File: config.mk
export PLATFORM = sky130hd
export DESIGN_NAME = mic_array_capture
export DESIGN_NICKNAME = d
export VERILOG_FILES = /design/src/rtl/mic_array_capture.sv
export SDC_FILE = /design/constraint.sdc
export NUM_CORES = 2
export LEC_CHECK = 0
export ABC_CLOCK_PERIOD_IN_PS = 7100
export BUFFER_PORTS_ARGS = -buffer_cell sky130_fd_sc_hd__buf_2
export CAP_MARGIN = 20
export CORE_UTILIZATION = 68
export DETAILED_ROUTE_END_ITERATION = 8
export PLACE_DENSITY = 0.9
export SLEW_MARGIN = 30
export SYNTH_ARGS = -nofsm -noshare
export SYNTH_HDL_FRONTEND = slang
export SYNTH_SLANG_ARGS = --single-unit
File: constraint.sdc
create_clock -name sys_clk -period 7.1 [get_ports sys_clk]
set_clock_uncertainty 0.2 [all_clocks]
set_input_delay 1.42 -clock sys_clk [delete_from_list [all_inputs] [get_ports sys_clk]]
set_output_delay 1.42 -clock sys_clk [all_outputs]
set_load 0.05 [all_outputs]
File: src/rtl/mic_array_capture.sv
// mic_array_capture: I2S master capturing NUM_LINES stereo mic lines into a FWFT sample FIFO (optional MIC_ROUND_EN: round+saturate).
// Latency: a captured frame's 2*NUM_LINES words are written on the 2*NUM_LINES cycles after the WS 1->0 edge that closes it.
// Backpressure: out_valid/out_ready; a frame that does not fit in the FIFO is dropped whole and sets sticky overflow.

module mic_fifo #(
  parameter int W     = 8,
  parameter int DEPTH = 16
) (
  input  logic                   clk,
  input  logic                   rst_n,
  input  logic                   push,
  input  logic [W-1:0]           wr_dat,
  input  logic                   pop,
  output logic [W-1:0]           rd_dat,
  output logic                   empty,
  output logic [$clog2(DEPTH):0] level
);
  localparam int AW = $clog2(DEPTH);
  localparam logic [AW:0] FULL_LVL = (AW+1)'(DEPTH);

  logic [W-1:0]  mem [DEPTH];
  logic [AW-1:0] wr_ptr, rd_ptr;
  logic          full, do_push, do_pop;

  assign empty   = (level == '0);
  assign full    = (level == FULL_LVL);
  assign do_pop  = pop && !empty;
  // a pop frees the head slot in the same cycle, so a full FIFO still accepts a push
  assign do_push = push && (!full || do_pop);
  assign rd_dat  = mem[rd_ptr];

  always_ff @(posedge clk or negedge rst_n) begin
    if (!rst_n) begin
      wr_ptr <= '0;
      rd_ptr <= '0;
      level  <= '0;
    end else begin
      if (do_push) wr_ptr <= wr_ptr + 1'b1;
      if (do_pop)  rd_ptr <= rd_ptr + 1'b1;
      case ({do_push, do_pop})
        2'b10:   level <= level + 1'b1;
        2'b01:   level <= level - 1'b1;
        default: level <= level;
      endcase
    end
  end

  always_ff @(posedge clk) begin
    if (do_push) mem[wr_ptr] <= wr_dat;
  end
endmodule

module mic_array_capture #(
  parameter int NUM_LINES  = 4,
  parameter int DATAWIDTH  = 24,
  parameter int OUT_WIDTH  = 16,
  parameter int SCK_DIV    = 30,
  parameter int FIFO_DEPTH = 64
) (
  input  logic                              sys_clk,
  input  logic                              sys_rst_n,
  input  logic                              capture_en,
  input  logic [NUM_LINES-1:0]              mic_data,
  output logic                              mic_sclk,
  output logic                              mic_ws,
  output logic signed [OUT_WIDTH-1:0]       out_data,
  output logic [$clog2(2*NUM_LINES)-1:0]    out_chan,
  output logic                              out_frame_start,
  output logic                              out_valid,
  input  logic                              out_ready,
  output logic [$clog2(FIFO_DEPTH):0]       fifo_level,
  output logic                              overflow,
  input  logic                              ovf_clr
);
  localparam int NCH  = 2 * NUM_LINES;
  localparam int CHW  = $clog2(NCH);
  localparam int LW   = $clog2(FIFO_DEPTH) + 1;
  localparam int HALF = SCK_DIV / 2;
  localparam int DIVW = $clog2(HALF);

  typedef struct packed {
    logic [CHW-1:0]       chan;
    logic [OUT_WIDTH-1:0] dat;
  } smp_t;

  typedef enum logic {S_IDLE, S_PUSH} state_t;

  logic [DIVW-1:0]      div_cnt;
  logic                 div_wrap, sck_rise, sck_fall;
  logic [4:0]           slot_cnt;
  logic                 frame_start, sample_bit, cap_active, frame_done, space_ok;
  logic [DATAWIDTH-1:0] sh_l [NUM_LINES];
  logic [DATAWIDTH-1:0] sh_r [NUM_LINES];
  logic [OUT_WIDTH-1:0] red  [NCH];
  logic [OUT_WIDTH-1:0] hold [NCH];
  state_t               state, state_nxt;
  logic [CHW-1:0]       push_idx;
  logic                 last_push, push_vld, start_push, drop, fifo_empty;
  smp_t                 wr_ent, head;

  // bit clock: toggle every HALF cycles, strobes mark the cycle of each transition
  assign div_wrap = (div_cnt == DIVW'(HALF - 1));
  assign sck_rise = div_wrap && !mic_sclk;
  assign sck_fall = div_wrap && mic_sclk;

  always_ff @(posedge sys_clk or negedge sys_rst_n) begin
    if (!sys_rst_n) begin
      div_cnt  <= '0;
      mic_sclk <= 1'b0;
      slot_cnt <= '0;
      mic_ws   <= 1'b0;
    end else begin
      if (div_wrap) begin
        div_cnt  <= '0;
        mic_sclk <= ~mic_sclk;
      end else begin
        div_cnt <= div_cnt + 1'b1;
      end
      if (sck_fall) begin
        slot_cnt <= slot_cnt + 1'b1;
        if (slot_cnt == 5'd31) mic_ws <= ~mic_ws;
      end
    end
  end

  // WS 1->0 opens a frame and closes the previous one
  assign frame_start = sck_fall && (slot_cnt == 5'd31) && mic_ws;
  assign sample_bit  = sck_rise && ({1'b0, slot_cnt} < 6'(DATAWIDTH));
  assign frame_done  = frame_start && cap_active;
  assign space_ok    = (fifo_level <= LW'(FIFO_DEPTH - NCH));

  always_ff @(posedge sys_clk or negedge sys_rst_n) begin
    if (!sys_rst_n) begin
      cap_active <= 1'b0;
      for (int i = 0; i < NUM_LINES; i++) begin
        sh_l[i] <= '0;
        sh_r[i] <= '0;
      end
    end else begin
      if (frame_start) cap_active <= capture_en;
      if (sample_bit) begin
        for (int i = 0; i < NUM_LINES; i++) begin
          if (mic_ws) sh_r[i] <= {sh_r[i][DATAWIDTH-2:0], mic_data[i]};
          else        sh_l[i] <= {sh_l[i][DATAWIDTH-2:0], mic_data[i]};
        end
      end
    end
  end

`ifdef MIC_ROUND_EN
  localparam logic [DATAWIDTH:0] RND_BIAS = (DATAWIDTH+1)'(1) << (DATAWIDTH - OUT_WIDTH - 1);

  // only positive samples can carry into the sign bit, so overflow saturates to max positive
  function automatic logic [OUT_WIDTH-1:0] rnd_sat(input logic [DATAWIDTH-1:0] s);
    logic [DATAWIDTH:0] sum;
    sum = {s[DATAWIDTH-1], s} + RND_BIAS;
    if (sum[DATAWIDTH] != sum[DATAWIDTH-1]) rnd_sat = {1'b0, {(OUT_WIDTH-1){1'b1}}};
    else                                    rnd_sat = sum[DATAWIDTH-1 -: OUT_WIDTH];
  endfunction
`endif

  always_comb begin
    for (int i = 0; i < NUM_LINES; i++) begin
`ifdef MIC_ROUND_EN
      red[2*i]   = rnd_sat(sh_l[i]);
      red[2*i+1] = rnd_sat(sh_r[i]);
`else
      red[2*i]   = sh_l[i][DATAWIDTH-1 -: OUT_WIDTH];
      red[2*i+1] = sh_r[i][DATAWIDTH-1 -: OUT_WIDTH];
`endif
    end
  end

  assign last_push = (push_idx == CHW'(NCH - 1));

  always_comb begin
    state_nxt  = state;
    push_vld   = 1'b0;
    start_push = 1'b0;
    drop       = 1'b0;
    case (state)
      S_IDLE: begin
        if (frame_done) begin
          if (space_ok) begin
            start_push = 1'b1;
            state_nxt  = S_PUSH;
          end else begin
            drop = 1'b1;
          end
        end
      end
      S_PUSH: begin
        push_vld = 1'b1;
        if (last_push) state_nxt = S_IDLE;
      end
      default: state_nxt = S_IDLE;
    endcase
  end

  // the frame is snapshotted so the next frame's shifting cannot disturb the push
  always_ff @(posedge sys_clk or negedge sys_rst_n) begin
    if (!sys_rst_n) begin
      state    <= S_IDLE;
      push_idx <= '0;
      overflow <= 1'b0;
      for (int c = 0; c < NCH; c++) hold[c] <= '0;
    end else begin
      state <= state_nxt;
      if (start_push) hold <= red;
      if (state == S_PUSH) push_idx <= last_push ? '0 : push_idx + 1'b1;
      if (drop)         overflow <= 1'b1;
      else if (ovf_clr) overflow <= 1'b0;
    end
  end

  assign wr_ent = '{chan: push_idx, dat: hold[push_idx]};

  mic_fifo #(
    .W     ($bits(smp_t)),
    .DEPTH (FIFO_DEPTH)
  ) u_fifo (
    .clk    (sys_clk),
    .rst_n  (sys_rst_n),
    .push   (push_vld),
    .wr_dat (wr_ent),
    .pop    (out_ready),
    .rd_dat (head),
    .empty  (fifo_empty),
    .level  (fifo_level)
  );

  assign out_valid       = !fifo_empty;
  assign out_data        = fifo_empty ? '0 : head.dat;
  assign out_chan        = fifo_empty ? '0 : head.chan;
  assign out_frame_start = out_valid && (head.chan == '0);
endmodule
==> impl_metrics.json <==
{
  "status": "finished with violations",
  "violations": "design-rule violations, negative setup slack",
  "clock_latency_ns": 0.79,
  "grt_use_total_pct": 38.5,
  "r2r_cells": 6,
  "dpl_worst_slack_ns": 1.50,
  "initial_core_util_pct": 68.9,
  "syn_area_per_cell_sq_um": 21.7,
  "worst_setup_path_start_kind": "flip-flop",
  "synth_edf_count": 1216,
  "seq_area_frac_synth_pct": 74.3,
  "drt_iter0_markers": 5934,
  "grt_start_max_net_pins": 150,
  "grt_pass1_vias": 33700,
  "synthAdderAreaFrac_pct": 0.258,
  "die_w_microns": 302,
  "synth_top_family_by_area": "multiplexers",
  "report.final.slew_viol_count": 0,
  "drv_cap": 0,
  "synthToLayoutAreaGrowth_pct": 12.0,
  "setup_violations": 1,
  "synth_area_sq_um": 61100,
  "ys_warn_count": 0,
  "worst_slack_ns": -0.0740,
  "dpl.hpwl_mm": 83.2,
  "yosys.area_share.simple_pct": 1.24,
  "post_cts_resized": 0,
  "synthFlopType": "edfxtp_1",
  "numCtsBuffers": 148,
  "fill_cells": 3963,
  "min_path_type": "reg -> reg",
  "synth_mux_area_share_pct": 21.6,
  "cts.clk_slew.worst_paths_ns": 0.06,
  "vias": 32700,
  "fin_crit_sh_pct": 101,
  "wl_per_cell_microns": 41.6,
  "grt_antenna_before_repair": 8,
  "slowest_delay_ns": 0.88,
  "coreArea_sq_um": 88800,
  "nets": 2964,
  "reg2reg_to": "u_fifo.mem[27][0]$_DFFE_PP_",
  "drive_above_1_share_pct": 34.9,
  "cts_max_level": 4,
  "dieHeight_microns": 302,
  "ys_types": 55,
  "grt_pass1_wl_mm": 241,
  "r2r_slack_ns": 2.56,
  "crit_path_top_delay_cell": "a2111oi_0",
  "wl_mm": 176,
  "post_cts_buffers": 0,
  "synth_compound_area_share_pct": 0.999,
  "numPortBuffers": 39,
  "critical_path.max_fanout": 40,
  "worst-slew-pin-transition_ns": 1.14,
  "drcViolationCount": 10,
  "mostFrequentLayoutCell": "edfxtp_1",
  "gp_congestion": 0.880,
  "dr.pass1.iters": 8,
  "multi_input_area_sq_um": 15200,
  "ant_nets": 0,
  "slew_headroom_pct": 23.7,
  "worstPathArrival_ns": 5.55,
  "rsz0062_at_grt": "false",
  "io_pins": 40,
  "powerDensity_nw_per_um2": 315,
  "viasPerCell": 7.73,
  "ctsHoldBuffers": 0,
  "root_buffer": "clkbuf_16",
  "criticalPathCategory": "reg -> out",
  "syn_inst": 2823,
  "dpl_cell_area_sq_um": 63100,
  "final_area_sq_um": 68500,
  "cp_cell_sequence": "inv_4 > or3_1 > o22ai_1 > a2111oi_0 > o21ai_0 > o221ai_1 > and4_1 > buf_2",
  "period_needed_ns": 7.17,
  "die-area_sq_um": 91100,
  "p_leak_uw": 0.0275,
  "synth_xor_area_share_pct": 0.258,
  "synthArstFlopShare_pct": 22.6,
  "worstHoldPathCells": 1,
  "ir_drop_mv": 0.398,
  "core.rowCount": 109,
  "hold_viol": 0,
  "regArea_sq_um": 45400,
  "clk_path_buf_depth": 3,
  "max_freq_mhz": 139,
  "ys_seq_elements": 1572,
  "required_ns": 5.48,
  "final_cell_mix": "edfxtp_1 (1216), mux4_2 (376), dfrtp_1 (349)",
  "cts.sinks": 1572,
  "cts_tree": "done",
  "syn_nets": 2844,
  "hp-start": "hold[65]$_DFFE_PN0P_",
  "grt_overflow": 0,
  "min_to": "hold[65]$_DFFE_PN0P_",
  "endpoint_kind": "output port",
  "reg2reg_from": "state$_DFF_PN0_"
}
state kept, by name (all words and copies together), names as in the netlist:
| register | count |
|---|---|
| mic_ws | 1 |
| mic_sclk | 1 |
| div_cnt | 4 |
| cap_active | 1 |
| u_fifo.mem | 1216 |
| sh_r | 32 |
| slot_cnt | 5 |
| hold | 128 |
| red | 128 |
| push_idx | 3 |
| state | 1 |
| sh_l | 32 |
| u_fifo.rd_ptr | 6 |
| overflow | 1 |
| u_fifo.level | 7 |
| u_fifo.wr_ptr | 6 |
synthesized netlist by cell type, types with 4 or more instances:
cell	instances	area [sq um]
a21oi_1	16	80.1
buf_1	24	90.1
clkbuf_1	70	263
mux4_2	376	8470
nor2b_1	5	31.3
nand2_1	32	120
o22ai_1	26	163
buf_2	43	215
buf_8	11	165
edfxtp_1	1216	36500
o221ai_1	18	158
mux2_1	113	1270
mux2_2	257	2890
xnor2_1	16	140
nand3_1	9	45.0
nor2_1	82	308
nor3_1	6	30.0
dfrtp_1	356	8910
and2_1	4	25.0
ha_1	11	138
inv_1	10	37.5
o21ai_0	12	60.1
nand3b_1	4	30.0
mux2i_1	57	571
kinds of logic (layout without fill, tap and decap cells):
group | after synthesis | in the layout
other | 0 | 4
muxes | 803 | 803
buffers and inverters | 165 | 406
adders and majority gates | 12 | 12
AOI/OAI and AO/OA | 90 | 90
xor gates and xnor gates | 18 | 18
DFF | 1572 | 1572
and+or+nand+nor | 163 | 163
through the flow:
step	TNS [ns]	hold slack (ns)	utilization (%)	std cells	power, uW
2_1_floorplan	0	0.252	-	2823	12300
3_3_place_gp	0	0.262	71.0	3940	13100
3_5_place_dp	0	0.272	71.0	3941	13200
4_1_cts	0	0.289	76.6	4212	21400
5_1_grt	0	0.305	77.1	4229	21900
6_report	-0.0740	0.286	77.1	4233	21600
cell type report:
| class | instances | area share, % |
|---|---|---|
| multi-input combinational | 1086 | 22.3 |
| inverter | 12 | 0.0694 |
| clock buffer | 179 | 5.90 |
| tap | 1165 | 2.13 |
| clock inverter | 92 | 1.38 |
| antenna | 4 | 0.0146 |
| timing repair buffer | 123 | 1.90 |
| sequential | 1572 | 66.4 |
worst max path at each step:
stage                                  to  cells past startpoint                          from  slack, ns
final                     out_frame_start                      8  u_fifo.rd_ptr[3]$_DFFE_PN0N_      -0.07
after global placement    out_frame_start                      9  u_fifo.rd_ptr[0]$_DFFE_PN0N_       1.74
after CTS                 out_frame_start                      8  u_fifo.rd_ptr[0]$_DFFE_PN0N_       0.44
after global routing      out_frame_start                      8  u_fifo.rd_ptr[3]$_DFFE_PN0N_       0.03
after detailed placement  out_frame_start                      8  u_fifo.rd_ptr[0]$_DFFE_PN0N_       1.50
after floorplan              out_data[10]                      8   u_fifo.level[0]$_DFFE_PN0P_       2.80
critical path, delay by kind of cell (launching register included):
kind | cells | cell delay [ns]
AO/OA/AOI/OAI | 4 | 1.67
buffers and inverters | 2 | 1.17
flip-flops | 1 | 0.76
AND/OR/NAND/NOR | 2 | 1.14
per-layer routing:
metal	global-route usage, %	vias up	wire, microns
met5	0	-	54
met4	25.3	8	14400
met3	11.3	893	24000
li1	-	11800	-
met2	61.2	3456	84200
met1	46.4	16600	53300
power breakdown:
group          switching (uW)  total (uW)  internal, uW
sequential                350       10200          9840
clock                    3730        8400          4670
combinational            1790        2970          1180
total                    5860       21600         15700
Power figures use the tool's default switching activity.
